### config.mk
export PLATFORM = sky130hd
export DESIGN_NAME = sdhci_rsp_receiver
export DESIGN_NICKNAME = d
export VERILOG_FILES = /design/src/rtl/sdhci_rsp_pkg.sv /design/src/rtl/sdhci_crc7.sv /design/src/rtl/sdhci_rsp_receiver.sv
export SDC_FILE = /design/constraint.sdc
export NUM_CORES = 1
export LEC_CHECK = 0
export ABC_AREA = 1
export ABC_CLOCK_PERIOD_IN_PS = 2500
export BUFFER_PORTS_ARGS = -buffer_cell sky130_fd_sc_hd__clkbuf_2
export CAP_MARGIN = 25
export CORE_AREA = 8 8 197 124
export CTS_CLUSTER_SIZE = 25
export DETAILED_ROUTE_END_ITERATION = 16
export DIE_AREA = 0 0 205 132
export HOLD_SLACK_MARGIN = 0.15
export PLACE_DENSITY = 0.76
export RECOVER_POWER = 25
export SYNTH_ARGS = -nofsm -noshare
export SYNTH_HDL_FRONTEND = slang
export SYNTH_SLANG_ARGS = --single-unit
### constraint.sdc
create_clock -name clk_i -period 2.5 [get_ports clk_i]
set_input_delay 0.25 -clock clk_i [delete_from_list [all_inputs] [get_ports clk_i]]
set_output_delay 0.25 -clock clk_i [all_outputs]
set_load 0.05 [all_outputs]
### src/rtl/sdhci_rsp_pkg.sv
// Shared states, frame lengths and the CRC7 step for the SD CMD-line response path.
package sdhci_rsp_pkg;

  typedef enum logic [1:0] {
    ST_IDLE,
    ST_WAIT_START,
    ST_RECEIVE,
    ST_DONE
  } rsp_state_e;

  localparam int unsigned RspShortLen = 48;
  localparam int unsigned RspLongLen  = 136;
  localparam logic [6:0]  Crc7Poly    = 7'h09;

  function automatic logic [6:0] crc7_step(input logic [6:0] crc, input logic dat);
    logic fb;
    fb = dat ^ crc[6];
    return {crc[5:0], 1'b0} ^ (fb ? Crc7Poly : 7'h00);
  endfunction

endpackage

### src/rtl/sdhci_crc7.sv
// Serial CRC7 (x^7+x^3+1), one bit per enabled cycle; clear takes effect in the same cycle
// as an enabled bit so a frame can be seeded and fed at once. No backpressure.
module sdhci_crc7
  import sdhci_rsp_pkg::*;
(
  input  logic       clk_i,
  input  logic       rst_ni,
  input  logic       clr_i,
  input  logic       en_i,
  input  logic       dat_i,
  output logic [6:0] crc_o
);

  logic [6:0] crc_q, crc_d, base;

  always_comb begin
    base  = clr_i ? 7'h00 : crc_q;
    crc_d = base;
    if (en_i) crc_d = crc7_step(base, dat_i);
  end

  always_ff @(posedge clk_i or negedge rst_ni) begin
    if (!rst_ni) crc_q <= 7'h00;
    else         crc_q <= crc_d;
  end

  assign crc_o = crc_q;

endmodule

### src/rtl/sdhci_rsp_receiver.sv
// SD CMD-line response receiver: hunts the start bit within Ncr, deserialises 48/136-bit frames.
// done_o one cycle after the end bit; the card cannot be stalled, so there is no backpressure.
module sdhci_rsp_receiver
  import sdhci_rsp_pkg::*;
#(
  parameter int unsigned TimeoutCycles = 64
) (
  input  logic         clk_i,
  input  logic         rst_ni,
  input  logic         start_i,
  input  logic         long_i,
  input  logic         check_crc_i,
  input  logic         check_index_i,
  input  logic [5:0]   expected_index_i,
  input  logic         sd_cmd_i,
  output logic         busy_o,
  output logic         done_o,
  output logic [119:0] rsp_o,
  output logic [5:0]   index_o,
  output logic         timeout_err_o,
  output logic         crc_err_o,
  output logic         end_bit_err_o,
  output logic         index_err_o
);

  localparam int unsigned WaitW   = $clog2(TimeoutCycles + 1);
  localparam logic [WaitW-1:0] WaitMax = WaitW'(TimeoutCycles);
  localparam logic [7:0] ShortLen     = 8'(RspShortLen);
  localparam logic [7:0] LongLen      = 8'(RspLongLen);
  localparam logic [7:0] ShortCrcLast = 8'(RspShortLen - 8);
  localparam logic [7:0] LongCrcFirst = 8'(RspLongLen - 127);
  localparam logic [7:0] LongCrcLast  = 8'(RspLongLen - 8);

  rsp_state_e       state_q, state_d;
  logic [WaitW-1:0] wait_q, wait_d;
  logic [7:0]       bitcnt_q, bitcnt_d, bit_num, frame_len;
  // sr_q[k] holds frame bit k+1 once the end bit arrives; the start/transmission bits fall off.
  logic [132:0]     sr_q, sr_d;
  logic             long_q, long_d, chk_crc_q, chk_crc_d, chk_idx_q, chk_idx_d;
  logic [5:0]       exp_idx_q, exp_idx_d, index_q, index_d;
  logic [119:0]     rsp_q, rsp_d;
  logic             tmo_q, tmo_d, crc_err_q, crc_err_d, end_err_q, end_err_d, idx_err_q, idx_err_d;
  logic             crc_clr, crc_en;
  logic [6:0]       crc_val;

  sdhci_crc7 u_crc7 (
    .clk_i  (clk_i),
    .rst_ni (rst_ni),
    .clr_i  (crc_clr),
    .en_i   (crc_en),
    .dat_i  (sd_cmd_i),
    .crc_o  (crc_val)
  );

  always_comb begin
    state_d   = state_q;
    wait_d    = wait_q;
    bitcnt_d  = bitcnt_q;
    sr_d      = sr_q;
    long_d    = long_q;
    chk_crc_d = chk_crc_q;
    chk_idx_d = chk_idx_q;
    exp_idx_d = exp_idx_q;
    rsp_d     = rsp_q;
    index_d   = index_q;
    tmo_d     = tmo_q;
    crc_err_d = crc_err_q;
    end_err_d = end_err_q;
    idx_err_d = idx_err_q;
    crc_clr   = 1'b0;
    crc_en    = 1'b0;
    bit_num   = bitcnt_q + 8'd1;
    frame_len = long_q ? LongLen : ShortLen;

    case (state_q)
      ST_IDLE: begin
        if (start_i) begin
          long_d    = long_i;
          chk_crc_d = check_crc_i;
          chk_idx_d = check_index_i;
          exp_idx_d = expected_index_i;
          tmo_d     = 1'b0;
          crc_err_d = 1'b0;
          end_err_d = 1'b0;
          idx_err_d = 1'b0;
          wait_d    = '0;
          crc_clr   = 1'b1;
          state_d   = ST_WAIT_START;
        end
      end
      ST_WAIT_START: begin
        if (!sd_cmd_i) begin
          bitcnt_d = 8'd1;
          sr_d     = {sr_q[131:0], 1'b0};
          crc_en   = !long_q;
          state_d  = ST_RECEIVE;
        end else begin
          wait_d = wait_q + WaitW'(1);
          if (wait_d == WaitMax) begin
            tmo_d   = 1'b1;
            state_d = ST_DONE;
          end
        end
      end
      ST_RECEIVE: begin
        bitcnt_d = bit_num;
        crc_en   = long_q ? (bit_num >= LongCrcFirst && bit_num <= LongCrcLast)
                          : (bit_num <= ShortCrcLast);
        if (bit_num == frame_len) begin
          end_err_d = !sd_cmd_i;
          crc_err_d = chk_crc_q && (crc_val != sr_q[6:0]);
          idx_err_d = chk_idx_q && !long_q && (sr_q[44:39] != exp_idx_q);
          rsp_d     = long_q ? sr_q[126:7] : {88'h0, sr_q[38:7]};
          index_d   = long_q ? sr_q[132:127] : sr_q[44:39];
          state_d   = ST_DONE;
        end else begin
          sr_d = {sr_q[131:0], sd_cmd_i};
        end
      end
      ST_DONE: state_d = ST_IDLE;
      default: state_d = ST_IDLE;
    endcase
  end

  always_ff @(posedge clk_i or negedge rst_ni) begin
    if (!rst_ni) begin
      state_q   <= ST_IDLE;
      wait_q    <= '0;
      bitcnt_q  <= 8'd0;
      sr_q      <= '0;
      long_q    <= 1'b0;
      chk_crc_q <= 1'b0;
      chk_idx_q <= 1'b0;
      exp_idx_q <= 6'd0;
      rsp_q     <= '0;
      index_q   <= 6'd0;
      tmo_q     <= 1'b0;
      crc_err_q <= 1'b0;
      end_err_q <= 1'b0;
      idx_err_q <= 1'b0;
    end else begin
      state_q   <= state_d;
      wait_q    <= wait_d;
      bitcnt_q  <= bitcnt_d;
      sr_q      <= sr_d;
      long_q    <= long_d;
      chk_crc_q <= chk_crc_d;
      chk_idx_q <= chk_idx_d;
      exp_idx_q <= exp_idx_d;
      rsp_q     <= rsp_d;
      index_q   <= index_d;
      tmo_q     <= tmo_d;
      crc_err_q <= crc_err_d;
      end_err_q <= end_err_d;
      idx_err_q <= idx_err_d;
    end
  end

  assign busy_o        = (state_q == ST_WAIT_START) || (state_q == ST_RECEIVE);
  assign done_o        = (state_q == ST_DONE);
  assign rsp_o         = rsp_q;
  assign index_o       = index_q;
  assign timeout_err_o = tmo_q;
  assign crc_err_o     = crc_err_q;
  assign end_bit_err_o = end_err_q;
  assign index_err_o   = idx_err_q;

endmodule

==> run_results.csv <==
group,metric,value,unit
layout,synthToLayoutAreaGrowth,18.15,%
clock_tree,clock_path_buffers,3,
clock_tree,cts_buffers,28,
timing,maxSlewHeadroom,0.2679,
global_routing,grt_pass1_wl,45780,um
layout,fillCellCount,1733,
global_routing,grt.met1_usage,0.3022,
setup_path,crit_buf_inv,3,
global_routing,first_global_vias,8896,
clock_tree,clk_latency,540,ps
routing,route.detailed.drc,0,
synthesis,synth_cell_types,30,
power_and_ir_drop,total_power,13.31,mW
hold_path,hold_path.class,"input pin to flop",
setup_path,critPathKind,"flop to flop",
layout,layout_commonest_cell,"nand2_1",
clock_tree,clkTransAtPathRegs,60,ps
placement,dpl.hpwl,17380,um
setup_path,slowest_stage,"dfrtp_2",
clock_tree,cts_tree,"yes",
hold_path,hp-start,"start_i",
job,maxCapViolations,0,
timing,fin_setup_tns,0,ps
setup_path,worstRegToRegCells,12,
global_routing,global_route.usage.total,0.1986,
clock_tree,root_buffer,"clkbuf_16",
layout,area.sequential,0.007412,mm2
synthesis,ys_seq_elements,296,
floorplanning,row_count,42,
setup_path,startpoint_type,"flop",
routing,avgViaCountPerCell,5.285,
synthesis,yosys-top-cells-area,"dfrtp_1, nand2_1, nand3_1",
setup_path,reg2reg_to,"rsp_o[102]",
synthesis,yosys.area.top_type_share,0.6042,
synthesis,syn-instance-count,1385,
routing,firstDrtPassIters,5,
floorplanning,fp.dieH,132,um
synthesis,yosysWarnings,0,
timing,holdWs,180.1,ps
routing,drt_iter0_drc,817,
placement,finalWeightedCongestion,0.8741,
clock_tree,htreeDepth,1,
global_routing,grt_max_degree,161,
timing,period_needed,2336,ps
setup_path,end_kind,"flop",
routing,drt-total-wl,28380,um
setup_path,cp.required,2940,ps
routing,vias,9672,
timing,fmax,0.4281,GHz
routing,ant_nets,0,
hold_path,min_path_cells,4,
floorplanning,fp.dieArea,0.02706,mm2
global_routing,grt_util_met3,0.03559,
setup_path,crit_path_max_incr_delay,440,ps
layout,antenna_cells,0,
layout,drive_above_1_share,0.1503,
setup_path,timing.rr.start,"bitcnt_q[0]",
synthesis,ys_seq_area_frac,0.6042,
setup_path,r2r_setup_slack,160,ps
routing,wl_per_cell,15.51,um
timing,setup_viol,0,
global_routing,gr-max-usage-layer,"met1",
timing,slew_viol_final,0,
placement,io_buffers,144,
layout,post-route-util,0.6722,
power_and_ir_drop,max-vdd-ir-drop,0.0006261,V
power_and_ir_drop,total_leakage_power,7.304,nW
floorplanning,start_util,0.5690,
global_routing,grt_overflow_total,0,
synthesis,syn_area,0.01226,mm2
floorplanning,io_pins,145,
layout,final_cell_mix,"nand2_1, dfrtp_1, clkbuf_2, nand3_1, o21ai_1",
hold_path,hold-path-endpoint,"chk_crc_q",
floorplanning,die_w,205,um
setup_path,crit_top_cell,"nand2_1",
setup_path,cp_cell_sequence,"ha_2 > nand2_1 > inv_1 > nand2_1 > nand2_2 > nor2_1 > nand3_1 > nand2_1 > nand4_4 > buf_12 > buf_16 > o21ai_0",
timing,hold_violations,0,
global_routing,grt_antenna_before_repair,0,
layout,multi_input_area,0.004148,mm2
floorplanning,core_area,0.02155,mm2
synthesis,yosysTopAreaCell,"dfrtp_1",
power_and_ir_drop,powerDensity,919.3,mW/mm2
timing,min_period_over_period,0.9345,
global_routing,use_met2,0.2969,
layout,layout.nets,1547,
clock_tree,clock-sinks,296,
setup_path,arrival,2780,ps
timing,worst_slew_pin_slew,1098,ps
setup_path,cp_max_fo,74,
setup_path,critPathTopFamily,"simple AND/OR/NAND/NOR gates",
synthesis,synth_nets,1405,
timing,skew,12.94,ps
run_status,status,"completed",
synthesis,synth_area_per_cell,8.851,um2
[cell families (layout without fill, tap and decap cells)]
logic type | Yosys count | in the layout | synth area share
compound gates | 203 | 203 | 0.08502
simple gates | 701 | 701 | 0.2324
fa+ha+maj | 7 | 7 | 0.007144
xor+xnor | 15 | 15 | 0.01133
buf+inv | 163 | 322 | 0.05991
flops | 296 | 296 | 0.6042
[synth_stat cells (all sizes together)]
cell type / n
nand2: 542
dfrtp: 296
o21ai: 183
nand3: 120
inv: 82
buf: 61
nor2: 22
clkbuf: 20
nand4: 11
xor2: 10
o22ai: 9
a21oi: 7
ha: 7
xnor2: 5
nor3: 2
a2bb2oi: 1
a32o: 1
and2: 1
and3: 1
nor4: 1
o211ai: 1
o41ai: 1
or2: 1
[sequential cells by signal, summed over array words and instances (netlist names), 2 cells and up]
name / count
bitcnt_q: 8
exp_idx_q: 6
index_o: 6
rsp_o: 120
sr_q: 133
state_q: 2
u_crc7.crc_o: 7
wait_q: 7
[layout make-up]
| type | instances | share of cell area |
|---|---|---|
| clock buffer | 42 | 0.05753 |
| clock inverter | 5 | 0.006220 |
| inverter | 82 | 0.02125 |
| multi-input combinational | 926 | 0.2864 |
| sequential | 296 | 0.5117 |
| tap | 286 | 0.02471 |
| timing repair buffer | 193 | 0.09217 |
[worst max-delay path by stage]
stage	from	endpoint	slack (ps)	cells after the start
2_1_floorplan	bitcnt_q[0]	rsp_o[100]	520	10
5_1_grt	bitcnt_q[1]	sr_q[24]	-30	14
3_5_place_dp	bitcnt_q[0]	sr_q[68]	130	12
4_1_cts	bitcnt_q[0]	sr_q[23]	90	13
3_3_place_gp	bitcnt_q[0]	sr_q[132]	250	9
6_report	bitcnt_q[0]	rsp_o[102]	160	12
[worst register-to-register path: cells and delay by family (launching register included)]
family | cells | cell delay (ps)
AO/OA/AOI/OAI | 1 | 260
adder cells (fa/ha/maj) | 1 | 210
buffers and inverters | 3 | 510
flip-flops | 1 | 440
AND/OR/NAND/NOR | 7 | 850
[metrics by stage]
step	instance area, um2	setup slack, ps	std cells
finish	14480	163.9	1830
floorplan	12260	523.9	1385
CTS	14360	94.25	1820
global placement	13300	254.1	1759
detailed placement	13300	134.5	1759
global route	14480	-33.43	1830
[metal layers]
metal,up-vias,share of wire
met1,4644,0.47
met2,263,0.45
met3,37,0.062
met5,-,0
met4,0,0.016
li1,4728,-
[power by group]
| part | total (mW) | internal [mW] | switching [mW] |
|---|---|---|---|
| clock | 4.26 | 2.49 | 1.77 |
| sequential | 5.43 | 5.15 | 0.272 |
| combinational | 3.63 | 1.06 | 2.57 |
| total | 13.3 | 8.71 | 4.61 |
[what timing repair did]
action | in CTS | in global routing
endpoints found under the setup margin | 0 | 232
buffers inserted | 0 | 6
resized for setup | 0 | 9
hold buffers | 14 | 0
hold endpoints to repair | 85 | 0
Note: power is estimated with default switching activity, not from simulation.
